File: src/rtl/serial_adder.sv
// Bit-serial adder/subtractor: one full-adder cell processes one operand bit
// per clock, LSB first. Result, carry-out and signed overflow are registered.
module serial_adder #(
  parameter int WIDTH = 8
) (
  input  logic             clk,
  input  logic             reset_n,
  input  logic             start,
  input  logic             sub,
  input  logic [WIDTH-1:0] a,
  input  logic [WIDTH-1:0] b,
  output logic             busy,
  output logic             done,
  output logic [WIDTH-1:0] sum,
  output logic             cout,
  output logic             ovf,
  output logic [1:0]       fsm_state
);

  localparam int CW = $clog2(WIDTH);
  localparam logic [CW-1:0] LAST = CW'(WIDTH - 1);

  typedef enum logic [1:0] {
    IDLE = 2'd0,
    RUN  = 2'd1,
    DONE = 2'd2
  } state_t;

  state_t           state;
  logic [WIDTH-1:0] a_q;
  logic [WIDTH-1:0] b_q;
  logic [WIDTH-1:0] res_q;
  logic             carry;
  logic [CW-1:0]    cnt;

  logic             bit_s;
  logic             c_next;
  logic [WIDTH-1:0] res_next;

  always_comb begin
    bit_s    = a_q[0] ^ b_q[0] ^ carry;
    c_next   = (a_q[0] & b_q[0]) | (a_q[0] & carry) | (b_q[0] & carry);
    res_next = {bit_s, res_q[WIDTH-1:1]};
  end

  assign fsm_state = state;

  always_ff @(posedge clk or negedge reset_n) begin
    if (!reset_n) begin
      state <= IDLE;
      a_q   <= '0;
      b_q   <= '0;
      res_q <= '0;
      carry <= 1'b0;
      cnt   <= '0;
      busy  <= 1'b0;
      done  <= 1'b0;
      sum   <= '0;
      cout  <= 1'b0;
      ovf   <= 1'b0;
    end else begin
      case (state)
        IDLE: begin
          done <= 1'b0;
          if (start) begin
            // Subtraction is a + ~b + 1: invert B and seed the carry with 1.
            a_q   <= a;
            b_q   <= sub ? ~b : b;
            carry <= sub;
            cnt   <= '0;
            state <= RUN;
            busy  <= 1'b1;
          end
        end
        RUN: begin
          a_q   <= a_q >> 1;
          b_q   <= b_q >> 1;
          res_q <= res_next;
          carry <= c_next;
          cnt   <= cnt + CW'(1);
          if (cnt == LAST) begin
            // carry still holds the carry into the MSB here.
            sum   <= res_next;
            cout  <= c_next;
            ovf   <= carry ^ c_next;
            state <= DONE;
            busy  <= 1'b0;
            done  <= 1'b1;
          end
        end
        DONE: begin
          done  <= 1'b0;
          state <= IDLE;
        end
        default: begin
          state <= IDLE;
          busy  <= 1'b0;
          done  <= 1'b0;
        end
      endcase
    end
  end

endmodule

File: config.mk
export PLATFORM = sky130hd
export DESIGN_NAME = serial_adder
export DESIGN_NICKNAME = d
export VERILOG_FILES = /design/src/rtl/serial_adder.sv
export SDC_FILE = /design/constraint.sdc
export NUM_CORES = 1
export LEC_CHECK = 0
export CAP_MARGIN = 20
export CORE_UTILIZATION = 55
export CTS_CLUSTER_SIZE = 30
export DETAILED_ROUTE_END_ITERATION = 12
export PLACE_DENSITY = 0.95
export RECOVER_POWER = 50
export SETUP_SLACK_MARGIN = 0.15
export SLEW_MARGIN = 20
export SYNTH_ARGS = -nofsm -noshare
export SYNTH_HDL_FRONTEND = slang
export SYNTH_SLANG_ARGS = --single-unit
export TNS_END_PERCENT = 5
File: constraint.sdc
create_clock -name clk -period 2.7 [get_ports clk]
set_input_delay 0.54 -clock clk [delete_from_list [all_inputs] [get_ports clk]]
set_output_delay 0.54 -clock clk [all_outputs]
set_load 0.005 [all_outputs]
Word-level counts from Yosys, hierarchy flattened
Cells that the tools add are included.
{"block": "word_totals", "latch_bits": 0, "reg_bits": 42, "memories": 0, "romBits": 0, "ramBits": 0}
{"block": "classes", "n_mul": 0, "n_div": 0, "n_mux": 17, "n_shift": 0, "order_cmp": 0, "add_sub_neg": 1, "n_eq_ne": 5, "n_reduce_logical": 6, "bitwise": 10}
{"operator": "8-bit one-hot mux with 2 select lines", "n": 2}
{"operator": "8-bit two-way mux", "n": 3}
{"operator": "8-bit inverter", "n": 1}
{"operator": "3-bit one-hot mux with 2 select lines", "n": 1}
{"operator": "2-bit AND reduction", "n": 3}
{"operator": "1-bit two-way mux", "n": 5}
{"operator": "2-bit two-way mux", "n": 2}
{"operator": "2-bit != test (second input constant)", "n": 2}
{"operator": "2-bit one-hot mux with 2 select lines", "n": 1}
{"operator": "3-bit by 1-bit adder with 3-bit output (second input constant)", "n": 1}
{"operator": "1-bit AND", "n": 3}
{"operator": "3-bit == test (second input constant)", "n": 1}
{"operator": "3-bit two-way mux", "n": 1}
{"operator": "1-bit one-hot mux with 3 select lines", "n": 1}
{"operator": "3-bit AND reduction", "n": 1}
{"operator": "1-bit bitwise XOR", "n": 3}
{"operator": "2-bit by 1-bit == test with 1-bit output (second input constant)", "n": 1}
{"operator": "2-bit == test (second input constant)", "n": 1}
{"operator": "2-bit logical NOT", "n": 1}
{"operator": "1-bit OR", "n": 2}
{"operator": "1-bit one-hot mux with 2 select lines", "n": 1}
{"operator": "2-bit nonzero test", "n": 1}
{"operator": "1-bit inverter", "n": 1}

Longest topological paths before layout
{"block": "depth", "ltp_word": 4, "ltp_mapped": 6, "mapped_depth_nobuf": 5}

Worst setup path after synthesis
Ideal clock, no wire load.
{"block": "synth_timing", "path_kind": "flip-flop to flip-flop", "start": "register cnt[0]", "end": "register cout", "n_path_buf": 1, "path_stages_with_launch": 6, "synth_period_minus_slack_ns": 1.517, "slack_ns": 1.183, "arrival_ns": 1.392, "setup_time_ns": 0.125, "cell_sequence": "dfrtp_1 -> ha_1 -> ha_1 -> nand3b_1 -> buf_4 -> mux2_2"}
{"block": "synth_via", "elab_chain_cells": 2}
{"element": "start: declaration", "line": "34", "source": "logic [CW-1:0] cnt;"}
{"element": "start signal: assignment", "line": "80", "source": "cnt <= cnt + CW'(1);"}
{"element": "3-bit == test", "line": "81", "source": "if (cnt == LAST) begin"}
{"element": "2-bit AND reduction (no source line)"}
{"element": "end signal: assignment", "line": "84", "source": "cout <= c_next;"}
{"element": "end: declaration", "line": "15", "source": "output logic cout,"}
Every way passes these cells.
A chain may end at the register's enable or synchronous reset.

Final worst setup path
{"block": "layout_timing", "start": "register state[0] (netlist: fsm_state[0])", "end": "register res_q[3]"}
{"block": "layout_via", "elab_chain_cells": 1}
{"element": "start: declaration", "line": "29", "source": "state_t state;"}
{"element": "start signal: assignment", "line": "50", "source": "state <= IDLE;"}
{"element": "start signal: assignment", "line": "71", "source": "state <= RUN;"}
{"element": "start signal: assignment", "line": "86", "source": "state <= DONE;"}
{"element": "2-bit by 1-bit == test with 1-bit output", "line": "62", "source": "case (state)"}
{"element": "end signal: assignment", "line": "78", "source": "res_q <= res_next;"}
{"element": "end: declaration", "line": "32", "source": "logic [WIDTH-1:0] res_q;"}
Every way passes these cells.

==> impl_summary.log <==
[metrics] share of the clock period used by the worst path: 0.820
[metrics] Clock Sinks: slightly above 40
[metrics] final WL: between 3000 and 4000 µm
[metrics] starting density of the core: 0.581
[metrics] DRT Pass-1 Iters: 4
[metrics] buffer depth of the longest clock path: 2
[metrics] total power consumption of the routed design: roughly 2.1 mW
[metrics] count of yosys warnings during synthesis: 0
[metrics] I/O Pins: 34
[metrics] fin. max-slew vios: 42
[metrics] Max FO, Critical Path: 18
[metrics] status: finished with violations
[metrics] required time of the worst setup path: between 2 and 3 ns
[metrics] total nets after synthesis: 166
[metrics] fraction of layout cells with a size suffix above 1: 0.168
[metrics] final setup skew: roughly 0.014 ns
[metrics] Worst setup SP type: flip-flop
[metrics] Main synth FF type: sky130_fd_sc_hd__dfrtp_1
[metrics] # rows: 20
[metrics] vias in the first global route: between 1000 and 1500
[metrics] core region area: around 3100 µm²
[metrics] master of the slowest instance on the critical path: sky130_fd_sc_hd__nor2_1
[metrics] Die Outline Area: about 3500 µm²
[metrics] Initial DRC Count: 40
[metrics] number of distinct library cells after synthesis: 32
[metrics] count of input and output buffers: 33
[metrics] ant diodes: 0
[metrics] met2 global-route usage: 0.360
[metrics] category of the most critical setup path: reg2reg
[metrics] Resized Gates After CTS: 0
[metrics] Global Route met1 Usage: 0.254
[metrics] cell-by-cell listing of the critical path: inv_2, nor2_1, mux2_2
[metrics] clock-pin transition on the worst setup and hold timing paths: 0.10 ns
[metrics] met3 Use GR: 0.0633
[metrics] via density per instance: 5.54
[metrics] number of buffers inserted by post-CTS setup repair: 0
[metrics] routed vias: between 1000 and 1500
[metrics] most frequent cells after synthesis: sky130_fd_sc_hd__dfrtp_1, sky130_fd_sc_hd__mux2_2, sky130_fd_sc_hd__nand2_1
[metrics] wire length of the first global-routing pass: between 5000 and 6000 µm
[metrics] violations in the final reports: capacitance limit, slew limit
[metrics] total clock buffers created by CTS: 5
[metrics] total of fill cells in the finished design: 237
[metrics] post-route ant nets: 0
[metrics] Setup violations, final: 0
[metrics] root buf cell: sky130_fd_sc_hd__clkbuf_4
[metrics] DRC violation count after routing: 0
[metrics] setup tns final: 0 ns
[metrics] number of synthesized register bits: 41
[metrics] FFs w/ async S/R, synth: 1.00
[metrics] GRT Max-Usage Layer: met2
[metrics] nets@finish: 197
[metrics] most numerous cell in the Yosys netlist: sky130_fd_sc_hd__dfrtp_1
[metrics] half-perimeter wire length after placement: 2240 µm
[metrics] Syn Area/Cell: about 13 µm²
[metrics] final hold violation count: 0
[metrics] maximum vdd drop: ~0.56 mV
[metrics] power density cells: just under 1000 nW/µm²
[metrics] clock tree from TritonCTS: done
[metrics] setup repair after global routing missed its margin: no
[metrics] x dimension of the die: roughly 59 µm
[metrics] synthesized instance count: 143
[metrics] GR Util All Layers: 0.213
[metrics] remaining global-route overflow: 0
[metrics] Tightest Pin Transition: roughly 2.1 ns
[metrics] peak per-stage delay on the critical path: 0.86 ns
[metrics] synth-to-layout area growth: 20.3%
[metrics] crit path time final: ~2.2 ns
[metrics] clock insertion delay at the later pin of the skew report: ~0.33 ns
[metrics] dominant cell type by area after synthesis: sky130_fd_sc_hd__dfrtp_1
[metrics] achievable frequency: 452 MHz
[metrics] minimum hold slack: a little under 0.5 ns
[metrics] static leakage: just over 0.9 nW
[metrics] wire length per cell after detailed routing: between 10 and 15 µm
[metrics] HP Class: reg2reg
[metrics] main area contributors after synthesis: sky130_fd_sc_hd__dfrtp_1, sky130_fd_sc_hd__mux2_2, sky130_fd_sc_hd__xnor2_1
[metrics] post-place setup slack: around 0.66 ns
[metrics] share of the synthesized area in the top cell type: 0.574
[metrics] Max Cap Violations: 1
[metrics] weighted congestion reported at the end of routability-driven placement: 0.773
[metrics] Post-synth EDFFs: 0
[metrics] Critical Path End Type: flip-flop
[metrics] final setup slack of the worst path: a little under 0.5 ns
[metrics] Clock H-tree levels: 2
[metrics] Max-Slew Margin vs Limit: -0.399
[metrics] CTS hold repair buffers: 0
[metrics] antenna violations before repair: 0
[metrics] sequential share of the synthesized area: 0.574
[metrics] data arrival time of the critical path: around 2.4 ns
[metrics] Post-Syn Area: approximately 1800 µm²
[metrics] maximum number of pins on one net before global-route repair: 42
[metrics] height of the die: between 50 and 60 µm
flip-flops by register name, indices dropped and copies added, names as in the netlist, 2 cells and up:
signal / cells
b_q: 8
a_q: 8
cnt: 3
res_q: 7
fsm_state: 2
sum: 8
layout make-up:
type / instances / area, µm² / share of cell area
clock buffer: 5 / 37.5 / 0.0175
clock inverter: 1 / 5.00 / 0.00233
inverter: 3 / 11.3 / 0.00524
multi-input combinational: 89 / 684 / 0.318
sequential: 41 / 1030 / 0.477
tap: 44 / 55.1 / 0.0256
timing repair buffer: 34 / 332 / 0.154
power by group:
part           switching, mW  leakage (nW)  total [mW]  internal [mW]
Sequential             0.189         0.522        1.06          0.870
Combinational          0.293         0.374       0.783          0.489
Clock                  0.172        0.0269       0.263         0.0905
routing by layer:
metal	wire (µm)	share of wire	vias up
met5	0	0	-
met4	33	0.011	0
met3	170	0.056	4
met2	1570	0.52	41
met1	1270	0.42	593
li1	-	-	564
placed cells by master, fill, tap and decap left out:
master                            count
sky130_fd_sc_hd__dfrtp_1             41
sky130_fd_sc_hd__clkdlybuf4s50_1     30
sky130_fd_sc_hd__mux2_2              17
sky130_fd_sc_hd__nand2_1             12
sky130_fd_sc_hd__o21ai_0             10
sky130_fd_sc_hd__xnor2_1              8
sky130_fd_sc_hd__a22oi_1              7
sky130_fd_sc_hd__nor2_1               6
sky130_fd_sc_hd__clkbuf_4             5
sky130_fd_sc_hd__a221o_2              4
sky130_fd_sc_hd__nand3b_1             3
sky130_fd_sc_hd__nor2b_1              3
sky130_fd_sc_hd__a21oi_1              3
sky130_fd_sc_hd__inv_1                2
sky130_fd_sc_hd__a22o_1               2
sky130_fd_sc_hd__o211ai_1             2
sky130_fd_sc_hd__ha_1                 2
sky130_fd_sc_hd__dlygate4sd3_1        2
sky130_fd_sc_hd__o21bai_1             1
sky130_fd_sc_hd__inv_2                1
sky130_fd_sc_hd__o2bb2ai_1            1
sky130_fd_sc_hd__o21a_1               1
sky130_fd_sc_hd__a32o_1               1
sky130_fd_sc_hd__xor2_1               1
sky130_fd_sc_hd__and2_1               1
sky130_fd_sc_hd__a31oi_1              1
sky130_fd_sc_hd__or3b_1               1
sky130_fd_sc_hd__a221o_1              1
sky130_fd_sc_hd__fa_1                 1
sky130_fd_sc_hd__clkinv_2             1
sky130_fd_sc_hd__clkbuf_1             1
sky130_fd_sc_hd__buf_4                1
final timing paths:
kind | slack, ns | to | depth (start not counted) | start
min in group asynchronous | 0.80 | b_q[6] | 1 | reset_n
hold reg to reg | 0.50 | a_q[2] | 2 | a_q[2]
setup / recovery | 0.49 | res_q[3] | 3 | fsm_state[0]
hold / removal | 0.50 | a_q[2] | 2 | a_q[2]
setup reg to reg | 0.49 | res_q[3] | 3 | fsm_state[0]
max in group asynchronous | 0.70 | sum[2] | 1 | reset_n
worst max-delay path, delay by kind of cell, from the launching register on:
family | cells | cell delay (ns)
buf+inv | 1 | 0.11
flops | 1 | 0.71
mux | 1 | 0.42
simple gates | 1 | 0.86
cell families (layout without fill, tap and decap cells):
kind of cell             count (synthesis)  in the layout  share of synthesized area
flip-flops                              41             41                      0.574
XOR/XNOR                                 9              9                     0.0441
adder cells (fa/ha/maj)                  3              3                     0.0252
AO/OA/AOI/OAI                           34             34                      0.137
buffers and inverters                   13             43                     0.0392
multiplexers                            17             17                      0.107
AND/OR/NAND/NOR                         26             26                     0.0735
stage by stage:
step / std cells / util / instance area, µm²
6_report: 217 / 0.699 / 2150
5_1_grt: 217 / 0.699 / 2150
4_1_cts: 217 / 0.702 / 2160
3_5_place_dp: 211 / 0.688 / 2120
3_3_place_gp: 211 / 0.688 / 2120
2_1_floorplan: 143 / - / 1790
No activity file was read; power rests on OpenSTA's default activity.
